<file path="src/rtl/m00_axi_lite_register_file_responder.sv">
// AXI4-Lite register-file responder: control/start register, live status word,
// general-purpose 64-bit registers exported flat to kernel logic.

package m00_axi_lite_register_file_responder_pkg;
    localparam int unsigned M00_ADDR_W = 17;
    localparam int unsigned M00_DATA_W = 64;
    localparam int unsigned M00_STRB_W = M00_DATA_W / 8;

    typedef struct packed {
        logic [M00_ADDR_W-1:0] addr;
        logic [2:0]            prot;
    } M00_AXI4_LITE_MID_AX_T;

    typedef struct packed {
        logic [M00_DATA_W-1:0] data;
        logic [M00_STRB_W-1:0] strb;
    } M00_AXI4_LITE_MID_W_T;

    typedef struct packed {
        logic [1:0] resp;
    } M00_AXI4_LITE_MID_B_T;

    typedef struct packed {
        logic [M00_DATA_W-1:0] data;
        logic [1:0]            resp;
    } M00_AXI4_LITE_MID_R_T;

    typedef struct packed {
        M00_AXI4_LITE_MID_AX_T aw;
        logic                  aw_valid;
        M00_AXI4_LITE_MID_W_T  w;
        logic                  w_valid;
        logic                  b_ready;
        M00_AXI4_LITE_MID_AX_T ar;
        logic                  ar_valid;
        logic                  r_ready;
    } M00_AXI4_LITE_MID_REQ_T;

    typedef struct packed {
        logic                  aw_ready;
        logic                  w_ready;
        M00_AXI4_LITE_MID_B_T  b;
        logic                  b_valid;
        logic                  ar_ready;
        M00_AXI4_LITE_MID_R_T  r;
        logic                  r_valid;
    } M00_AXI4_LITE_MID_RESP_T;
endpackage

module m00_axi_lite_register_file_responder
    import m00_axi_lite_register_file_responder_pkg::*;
#(
    parameter int unsigned NUM_REGS = 16,
    parameter int unsigned ADDR_W   = M00_ADDR_W,
    parameter int unsigned DATA_W   = M00_DATA_W
) (
    input  logic                             ap_clk,
    input  logic                             areset,
    input  M00_AXI4_LITE_MID_REQ_T           s_axi_lite_in,
    output M00_AXI4_LITE_MID_RESP_T          s_axi_lite_out,
    input  logic [DATA_W-1:0]                status_in,
    output logic                             ctrl_start,
    output logic [(NUM_REGS-2)*DATA_W-1:0]   regs_out
);

    localparam int unsigned STRB_W = DATA_W / 8;
    localparam int unsigned IDX_W  = ADDR_W - 3;
    localparam int unsigned NUM_GP = NUM_REGS - 2;
    localparam logic [1:0]  RESP_OKAY   = 2'b00;
    localparam logic [1:0]  RESP_SLVERR = 2'b10;

    typedef enum logic [2:0] {WR_IDLE, WR_WAIT_W, WR_WAIT_AW, WR_COMMIT, WR_RESP} wr_state_t;
    typedef enum logic [1:0] {RD_IDLE, RD_CAPTURE, RD_RESP} rd_state_t;

    wr_state_t          r_wr_state;
    rd_state_t          r_rd_state;
    logic               r_aw_ready, r_w_ready, r_b_valid, r_ar_ready, r_r_valid;
    logic [1:0]         r_b_resp, r_r_resp;
    logic [DATA_W-1:0]  r_r_data;
    logic [IDX_W-1:0]   r_wr_idx, r_rd_idx;
    logic [DATA_W-1:0]  r_wr_data;
    logic [STRB_W-1:0]  r_wr_strb;
    logic               r_ctrl_start;
    logic [DATA_W-1:0]  r_ctrl;
    logic [DATA_W-1:0]  r_gp [NUM_GP];

    logic               w_aw_hs, w_w_hs, w_ar_hs;
    logic               w_wr_in_range, w_rd_in_range;
    logic [DATA_W-1:0]  w_rd_data;
    logic               w_unused_ok;

    assign w_aw_hs       = s_axi_lite_in.aw_valid & r_aw_ready;
    assign w_w_hs        = s_axi_lite_in.w_valid  & r_w_ready;
    assign w_ar_hs       = s_axi_lite_in.ar_valid & r_ar_ready;
    assign w_wr_in_range = (r_wr_idx < IDX_W'(NUM_REGS));
    assign w_rd_in_range = (r_rd_idx < IDX_W'(NUM_REGS));
    assign w_unused_ok   = ^{s_axi_lite_in.aw.addr[2:0], s_axi_lite_in.aw.prot,
                             s_axi_lite_in.ar.addr[2:0], s_axi_lite_in.ar.prot};

    // Byte-lane merge of new write data into an existing register value
    function automatic logic [DATA_W-1:0] f_merge(input logic [DATA_W-1:0] old_v,
                                                  input logic [DATA_W-1:0] new_v,
                                                  input logic [STRB_W-1:0] strb);
        logic [DATA_W-1:0] v;
        v = old_v;
        for (int unsigned b = 0; b < STRB_W; b++) begin
            if (strb[b]) v[8*b +: 8] = new_v[8*b +: 8];
        end
        return v;
    endfunction

    // Read data mux; sampled into r_r_data at capture
    always_comb begin
        w_rd_data = '0;
        if (w_rd_in_range) begin
            if (r_rd_idx == IDX_W'(0)) w_rd_data = r_ctrl;
            if (r_rd_idx == IDX_W'(1)) w_rd_data = status_in;
            for (int unsigned k = 0; k < NUM_GP; k++) begin
                if (r_rd_idx == IDX_W'(k + 2)) w_rd_data = r_gp[k];
            end
        end
    end

    // Write FSM, register bank update and start pulse
    always_ff @(posedge ap_clk or posedge areset) begin
        if (areset) begin
            r_wr_state   <= WR_IDLE;
            r_aw_ready   <= 1'b0;
            r_w_ready    <= 1'b0;
            r_b_valid    <= 1'b0;
            r_b_resp     <= '0;
            r_wr_idx     <= '0;
            r_wr_data    <= '0;
            r_wr_strb    <= '0;
            r_ctrl_start <= 1'b0;
            r_ctrl       <= '0;
            for (int unsigned k = 0; k < NUM_GP; k++) r_gp[k] <= '0;
        end else begin
            r_ctrl_start <= 1'b0;
            case (r_wr_state)
                WR_IDLE: begin
                    if (w_aw_hs) r_wr_idx <= s_axi_lite_in.aw.addr[ADDR_W-1:3];
                    if (w_w_hs) begin
                        r_wr_data <= s_axi_lite_in.w.data;
                        r_wr_strb <= s_axi_lite_in.w.strb;
                    end
                    if (w_aw_hs && w_w_hs) begin
                        r_wr_state <= WR_COMMIT;
                        r_aw_ready <= 1'b0;
                        r_w_ready  <= 1'b0;
                    end else if (w_aw_hs) begin
                        r_wr_state <= WR_WAIT_W;
                        r_aw_ready <= 1'b0;
                        r_w_ready  <= 1'b1;
                    end else if (w_w_hs) begin
                        r_wr_state <= WR_WAIT_AW;
                        r_aw_ready <= 1'b1;
                        r_w_ready  <= 1'b0;
                    end else begin
                        r_aw_ready <= 1'b1;
                        r_w_ready  <= 1'b1;
                    end
                end
                WR_WAIT_W: begin
                    if (w_w_hs) begin
                        r_wr_data  <= s_axi_lite_in.w.data;
                        r_wr_strb  <= s_axi_lite_in.w.strb;
                        r_wr_state <= WR_COMMIT;
                        r_w_ready  <= 1'b0;
                    end
                end
                WR_WAIT_AW: begin
                    if (w_aw_hs) begin
                        r_wr_idx   <= s_axi_lite_in.aw.addr[ADDR_W-1:3];
                        r_wr_state <= WR_COMMIT;
                        r_aw_ready <= 1'b0;
                    end
                end
                WR_COMMIT: begin
                    r_b_valid  <= 1'b1;
                    r_wr_state <= WR_RESP;
                    if (w_wr_in_range) begin
                        r_b_resp <= RESP_OKAY;
                        if (r_wr_idx == IDX_W'(0)) begin
                            // Start bit is never stored; it only fires the pulse
                            r_ctrl       <= f_merge(r_ctrl, r_wr_data, r_wr_strb) & ~DATA_W'(1);
                            r_ctrl_start <= r_wr_strb[0] & r_wr_data[0];
                        end
                        for (int unsigned k = 0; k < NUM_GP; k++) begin
                            if (r_wr_idx == IDX_W'(k + 2)) r_gp[k] <= f_merge(r_gp[k], r_wr_data, r_wr_strb);
                        end
                    end else begin
                        r_b_resp <= RESP_SLVERR;
                    end
                end
                WR_RESP: begin
                    if (s_axi_lite_in.b_ready) begin
                        r_b_valid  <= 1'b0;
                        r_b_resp   <= '0;
                        r_wr_state <= WR_IDLE;
                        r_aw_ready <= 1'b1;
                        r_w_ready  <= 1'b1;
                    end
                end
                default: r_wr_state <= WR_IDLE;
            endcase
        end
    end

    // Read FSM: capture one cycle after the AR handshake, hold until accepted
    always_ff @(posedge ap_clk or posedge areset) begin
        if (areset) begin
            r_rd_state <= RD_IDLE;
            r_ar_ready <= 1'b0;
            r_r_valid  <= 1'b0;
            r_r_data   <= '0;
            r_r_resp   <= '0;
            r_rd_idx   <= '0;
        end else begin
            case (r_rd_state)
                RD_IDLE: begin
                    if (w_ar_hs) begin
                        r_rd_idx   <= s_axi_lite_in.ar.addr[ADDR_W-1:3];
                        r_rd_state <= RD_CAPTURE;
                        r_ar_ready <= 1'b0;
                    end else begin
                        r_ar_ready <= 1'b1;
                    end
                end
                RD_CAPTURE: begin
                    r_r_data   <= w_rd_data;
                    r_r_resp   <= w_rd_in_range ? RESP_OKAY : RESP_SLVERR;
                    r_r_valid  <= 1'b1;
                    r_rd_state <= RD_RESP;
                end
                RD_RESP: begin
                    if (s_axi_lite_in.r_ready) begin
                        r_r_valid  <= 1'b0;
                        r_r_data   <= '0;
                        r_r_resp   <= '0;
                        r_rd_state <= RD_IDLE;
                        r_ar_ready <= 1'b1;
                    end
                end
                default: r_rd_state <= RD_IDLE;
            endcase
        end
    end

    // Response struct assembled from registered state
    always_comb begin
        s_axi_lite_out          = '0;
        s_axi_lite_out.aw_ready = r_aw_ready;
        s_axi_lite_out.w_ready  = r_w_ready;
        s_axi_lite_out.b.resp   = r_b_resp;
        s_axi_lite_out.b_valid  = r_b_valid;
        s_axi_lite_out.ar_ready = r_ar_ready;
        s_axi_lite_out.r.data   = r_r_data;
        s_axi_lite_out.r.resp   = r_r_resp;
        s_axi_lite_out.r_valid  = r_r_valid;
    end

    assign ctrl_start = r_ctrl_start;

    // Flat export of the general-purpose registers
    for (genvar g = 0; g < NUM_GP; g++) begin : g_regs_out
        assign regs_out[g*DATA_W +: DATA_W] = r_gp[g];
    end

endmodule
</file>
<file path="config.mk">
export PLATFORM = sky130hd
export DESIGN_NAME = m00_axi_lite_register_file_responder
export DESIGN_NICKNAME = d
export VERILOG_FILES = /design/src/rtl/m00_axi_lite_register_file_responder.sv
export SDC_FILE = /design/constraint.sdc
export NUM_CORES = 2
export LEC_CHECK = 0
export BUFFER_PORTS_ARGS = -buffer_cell sky130_fd_sc_hd__buf_2
export CORE_AREA = 2 2 443 445
export CTS_BUF_LIST = sky130_fd_sc_hd__clkbuf_4
export DETAILED_ROUTE_END_ITERATION = 6
export DIE_AREA = 0 0 445 447
export GPL_TIMING_DRIVEN = 0
export HOLD_SLACK_MARGIN = 0.1
export PLACE_DENSITY = 0.54
export SYNTH_ARGS = -nofsm -noshare
export SYNTH_HDL_FRONTEND = slang
export SYNTH_SLANG_ARGS = --single-unit
</file>
<file path="constraint.sdc">
create_clock -name ap_clk -period 36.2 [get_ports ap_clk]
set_input_delay 1.81 -clock ap_clk [delete_from_list [all_inputs] [get_ports ap_clk]]
set_output_delay 1.81 -clock ap_clk [all_outputs]
set_load 0.01 [all_outputs]
</file>
Word-level counts from Yosys, hierarchy flattened
Cells that the tools add are included.
Storage, ports and cells
  register bits after elaboration: 1138
  output and inout bits: 970
  logic and storage cells: 378
Cells by class
  order comparisons: 2
  equality and inequality tests: 41
  muxes and demuxes: 54
  bitwise gates (word level): 4
  reduce and logical (&&, ||, !) cells: 142
Operators by type and width (number)
  2-to-1 mux 64 bit: 18
  AND reduction 4 bit: 121
  == test 14 x 4 -> 1 bit (second input constant): 16
  one-hot mux 64 bit (2 select lines): 1
  == test 14 x 3 -> 1 bit (second input constant): 8
  == test 14 x 2 -> 1 bit (second input constant): 4
  logical NOT 14 bit: 2
  less-than comparator 14 x 5 -> 1 bit (second input constant): 2
  2-to-1 mux 3 bit: 6
  2-to-1 mux 1 bit: 15
  one-hot mux 3 bit (5 select lines): 1
  == test 14 x 1 -> 1 bit (second input constant): 1
  AND reduction 2 bit: 7
  2-to-1 mux 2 bit: 5
  != test 2 bit (second input constant): 5
  one-hot mux 2 bit (2 select lines): 2
  == test 3 x 2 -> 1 bit (second input constant): 2
  one-hot mux 1 bit (2 select lines): 3
  one-hot mux 1 bit (3 select lines): 2
  one-hot mux 2 bit (3 select lines): 1
  AND reduction 3 bit: 2
  nonzero test 2 bit: 3
  nonzero test 3 bit: 2
  AND 1 bit: 4
  9 further kinds: 10

Logic depth before layout (Yosys ltp)
  word-level depth: 19
  depth in mapped cells: 11

Worst setup path after synthesis
No wires, ideal clock.
  kind: input-to-reg
  from: in s_axi_lite_in[23] (netlist bit)
  to: reg r_wr_data[0]
  library setup time: 0.125 ns
  data arrival time: 3.194 ns
  data required time: 36.075 ns
  slack: 32.881 ns
  stages: 4
  cell sequence: nand2_1 nor3_1 clkbuf_1 mux2_2
On the way
  word-level cells in the longest chain between the ends: 2
Ends and longest elaborated chain
  start: declaration: line 59  | input M00_AXI4_LITE_MID_REQ_T s_axi_lite_in,
  AND 1 bit: line 93  | assign w_w_hs = s_axi_lite_in.w_valid & r_w_ready;
  AND reduction 2 bit (no line)
  end signal: assignment: line 144  | r_wr_data <= s_axi_lite_in.w.data;
  end signal: assignment: line 166  | r_wr_data <= s_axi_lite_in.w.data;
  end: declaration: line 81  | logic [DATA_W-1:0] r_wr_data;
Every way passes these cells.
A chain may end at the register's enable or synchronous reset.

Worst setup path after layout
  from: reg r_rd_idx[8]
  to: reg r_r_data[44]
On the way
  word-level cells in the longest chain between the ends: 19
  elaborated cells on any way between the ends: 35
  those cells by class: 1 x order compare; 15 x eq/ne; 18 x mux; 1 x reduce/logical
Ends and longest elaborated chain
  start: declaration: line 80  | logic [IDX_W-1:0] r_wr_idx, r_rd_idx;
  start signal: assignment: line 223  | r_rd_idx <= s_axi_lite_in.ar.addr[ADDR_W-1:3];
  logical NOT 14 bit: line 116  | if (r_rd_idx == IDX_W'(0)) w_rd_data = r_ctrl;
  2-to-1 mux 64 bit: line 116
  2-to-1 mux 64 bit: line 117  | if (r_rd_idx == IDX_W'(1)) w_rd_data = status_in;
  2-to-1 mux 64 bit (14 in a row): line 119  | if (r_rd_idx == IDX_W'(k + 2)) w_rd_data = r_gp[k];
  2-to-1 mux 64 bit (*): line 115  | if (w_rd_in_range) begin
  one-hot mux 64 bit (2 select lines) (*): line 220  | case (r_rd_state)
  end signal: assignment: line 231  | r_r_data <= w_rd_data;
  end: declaration: line 79  | logic [DATA_W-1:0] r_r_data;
Every way passes the cells marked *; elsewhere a longest branch is shown, timed or not.

==> summary.txt <==
Global route
  – Largest net degree at the start of global routing: 127
  – Vias in the first global route: 47,188
  – GRT Total Usage: 38.9%
  – Global route overflow: 0
  – First-pass GRT wire length: 501,000 µm
  – Initial antenna violation count: 88

Status
  – Failing checks: DRC, capacitance limit, slew limit
  – Outcome: finished with violations

Timing
  – Final worst setup slack: 30,070 ps
  – Skew final: 159 ps
  – Slew Limit Fails: 85
  – # setup viols final: 0
  – Final min period: 6130 ps
  – Max Clk Rate: 163 MHz
  – Hold slack: 451 ps
  – Worst Max-Slew Pin Slew: 1630 ps
  – Fin. Hold Viols: 0
  – RSZ-0062 raised after global routing: false
  – Post-route setup TNS: 0 ps
  – Fin crit share: 16.9%
  – Max-slew headroom: -9.26%

Synth
  – Top FF cell, synth: dfrtp_1
  – Yosys top cell area share: 55.3%
  – Synth unique cells: 92
  – Complex-gate fraction of the synthesized area: 10.4%
  – Synth area leader: dfrtp_1
  – Register area share after synthesis: 55.3%
  – Synth area leaders: dfrtp_1 (55%), mux2_2 (23%), a22oi_1 (1.6%)
  – Area share of fa/ha/maj cells after synthesis: 0%
  – Mapped cell area: 51,400 µm²
  – Synth Warn #: 0
  – Register bit total from synthesis: 1,136
  – Largest family of logic cells by synthesized area: multiplexers
  – Post-synth EDFFs: 0
  – Post-synthesis mux area share: 23.8%
  – Async SR Flop Fraction: 100%
  – Xor/xnor share of the synthesized area: 0%
  – Syn Inst Count: 3,957
  – Mean Syn Cell Area: 13.0 µm²
  – Synth Area in Simple Gates: 8.01%

Placement
  – I/O Buffers: 1,138
  – DP Area: 61,800 µm²
  – Pre-CTS setup slack: 30,230 ps
  – Routability cong.: 0.984
  – Placed insts: 7,707
  – Post-DP HPWL: 299,000 µm

Clock tree
  – Clock Pin Slew Worst Setup and Hold Paths: 70 ps
  – Clock buffer count from CTS: 350
  – Setup Buffers After CTS: 0
  – Hold buffers post-CTS: 0
  – Clock insertion delay at the later pin of the skew report: 1470 ps
  – CTS sink cnt: 1,136
  – Root Driver: clkbuf_4
  – PostCTS Resize Cnt: 0
  – Clock buffer depth: 4
  – CTS tree: done
  – Htree depth: 5

Min path
  – Worst Hold Class: in2async

Worst setup path
  – Cell family with most CP delay: simple AND/OR/NAND/NOR gates
  – R2R Path Start: r_rd_idx[8]$_DFFE_PP0P_
  – Worst R2R End: r_r_data[44]$_DFFE_PP0P_
  – CP arrival: 7350 ps
  – Worst-path cell chain: nor4_2, buf_2, nand3_1, nor3_2, buf_2, nor4_1, a21oi_1, o21ai_1
  – Crit path top cell by count: buf_2
  – CP Launch Type: register
  – CP Max Fanout: 10
  – Reg2Reg Setup Slack: 30,070 ps
  – Slowest cell on crit path: nor3_2
  – FF-to-FF path depth: 8
  – CP bufs+invs: 2
  – Critical path class: reg2reg
  – CP peak stage delay: 1570 ps
  – Req. time, crit path: 37,420 ps
  – Crit path capture type: register

Drt
  – DR pass1 iterations: 7
  – DRC: 22
  – Initial DRC count: 6,863
  – DR vias: 50,085
  – Wire length per cell: 48.0 µm
  – Vias per cell: 6.02
  – WL final: 400,000 µm
  – Routed Antenna Nets: 0

Floorplanning
  – Core area: 194,000 µm²
  – Die Ht: 447 µm
  – DIE WIDTH: 445 µm
  – Ports: 1,153
  – Row count: 162
  – Die area: 199,000 µm²
  – Starting Density: 26.5%

Final layout
  – Area Growth Syn to Fin: 28.5%
  – Non-filler instance count after layout: 8,326
  – Net count, final: 5,703
  – Share of cells above drive strength 1: 54.3%
  – Fin area: 66,100 µm²

Power and ir drop
  – Maximum VDD drop: 27.9 µV
  – PD cells: 53.6 nW/µm²
  – Leak pwr: 34.4 nW

Job
  – Max Cap Violations: 13
-- stage by stage --
step	power (mW)	util, %
finish	3.54	34.0
floorplan	1.81	-
global route	3.63	34.0
detailed placement	2.25	31.8
global placement	2.22	31.1
CTS	3.51	33.9
-- metal layers --
layer	wire [µm]	vias up	share of wire [%]	GRT usage, %
met4	36500	20	9.1	28.7
met1	149000	26193	37	46.5
met5	114	-	0.029	0
met3	43900	1177	11	13.6
met2	171000	4231	43	57.6
li1	-	18464	-	-
-- worst max-delay path by stage --
stage | cells past startpoint | to | start | slack, ps
finish | 8 | r_r_data[44]$_DFFE_PP0P_ | r_rd_idx[8]$_DFFE_PP0P_ | 30070
global route | 8 | r_r_data[44]$_DFFE_PP0P_ | r_rd_idx[8]$_DFFE_PP0P_ | 30260
CTS | 8 | r_r_data[44]$_DFFE_PP0P_ | r_rd_idx[13]$_DFFE_PP0P_ | 30120
detailed placement | 8 | r_r_data[44]$_DFFE_PP0P_ | r_rd_idx[13]$_DFFE_PP0P_ | 30230
global placement | 2 | r_wr_idx[10]$_DFFE_PP0P_ | areset | -12210
floorplan | 1 | ctrl_start$_DFF_PP0_ | areset | 2400
-- worst register-to-register path: cells and delay by family, from the launching register on --
family                 cells  cell delay (ps)
DFF                        1              400
and+or+nand+nor            4             3710
AOI/OAI and AO/OA          2              530
buffers and inverters      2             1290
-- power breakdown --
part           internal, mW  switching [mW]
logic                 0.191           0.627
clock network         0.655           0.620
registers              1.34           0.113
total                  2.18            1.36
-- cell usage in the layout, fill, tap and decap left out, drive strengths merged, types with 14 or more instances in the layout --
cell / synthesis / routed
nor2: 183 / 183
clkbuf: 176 / 683
a222oi: 63 / 63
a211oi: 18 / 18
o211ai: 14 / 14
diode: 0 / 45
a22o: 24 / 24
buf: 111 / 1321
inv: 10 / 14
nand4: 67 / 67
nand2: 217 / 217
nor3: 27 / 27
clkinv: 0 / 54
o22ai: 52 / 52
mux2i: 17 / 17
a21oi: 96 / 96
o21ai: 108 / 108
nand3: 61 / 61
a221oi: 63 / 63
a22oi: 107 / 107
a31oi: 16 / 16
o221ai: 59 / 59
mux2: 1068 / 1068
dfrtp: 1136 / 1136
nor4: 52 / 52
-- cell type report --
type                            instances  area [µm²]
Multi-Input combinational cell       2525       21800
Timing Repair Buffer                 1210        7000
Antenna cell                           45         113
Sequential cell                      1136       28400
Tap cell                             2542        3180
Buffer                                287        1360
Clock buffer                          507        3810
Inverter                               10        45.0
Clock inverter                         64         343
Fill cell                           19806      128000
-- sequential cells by signal, summed over array words and instances (netlist names) --
name	cells
r_ctrl	63
regs_out	896
r_ar_ready	1
r_aw_ready	1
r_r_valid	1
r_rd_idx	14
r_wr_state	3
r_rd_state	2
r_r_data	64
r_wr_data	64
r_r_resp	1
r_wr_strb	8
r_w_ready	1
ctrl_start	1
r_b_valid	1
r_wr_idx	14
r_b_resp	1
-- cell families after synthesis --
logic type	count (synthesis)
DFF	1136
muxes	1087
and+or+nand+nor	719
AOI/OAI and AO/OA	717
buffers and inverters	297
other	1
-- cell usage after synthesis (all sizes together), types with 6 or more instances --
cell     count
a22oi      107
nand2      217
clkbuf     176
o211ai      14
a2111oi      6
nand3       61
mux2      1068
a22o        24
buf        111
dfrtp     1136
a222oi      63
nor2b       10
o21ai      108
inv         10
nand2b      13
or4         10
nor2       183
nand4       67
a31oi       16
and4        10
o221a       12
nor4        52
a221oi      63
o32ai        6
nor4bb       6
nor3b        6
mux2i       17
a21oi       96
o22ai       52
a2bb2oi      6
o221ai      59
a221o        8
a211oi      18
or2          9
or3         11
nor3        27
Power figures use the tool's default switching activity.
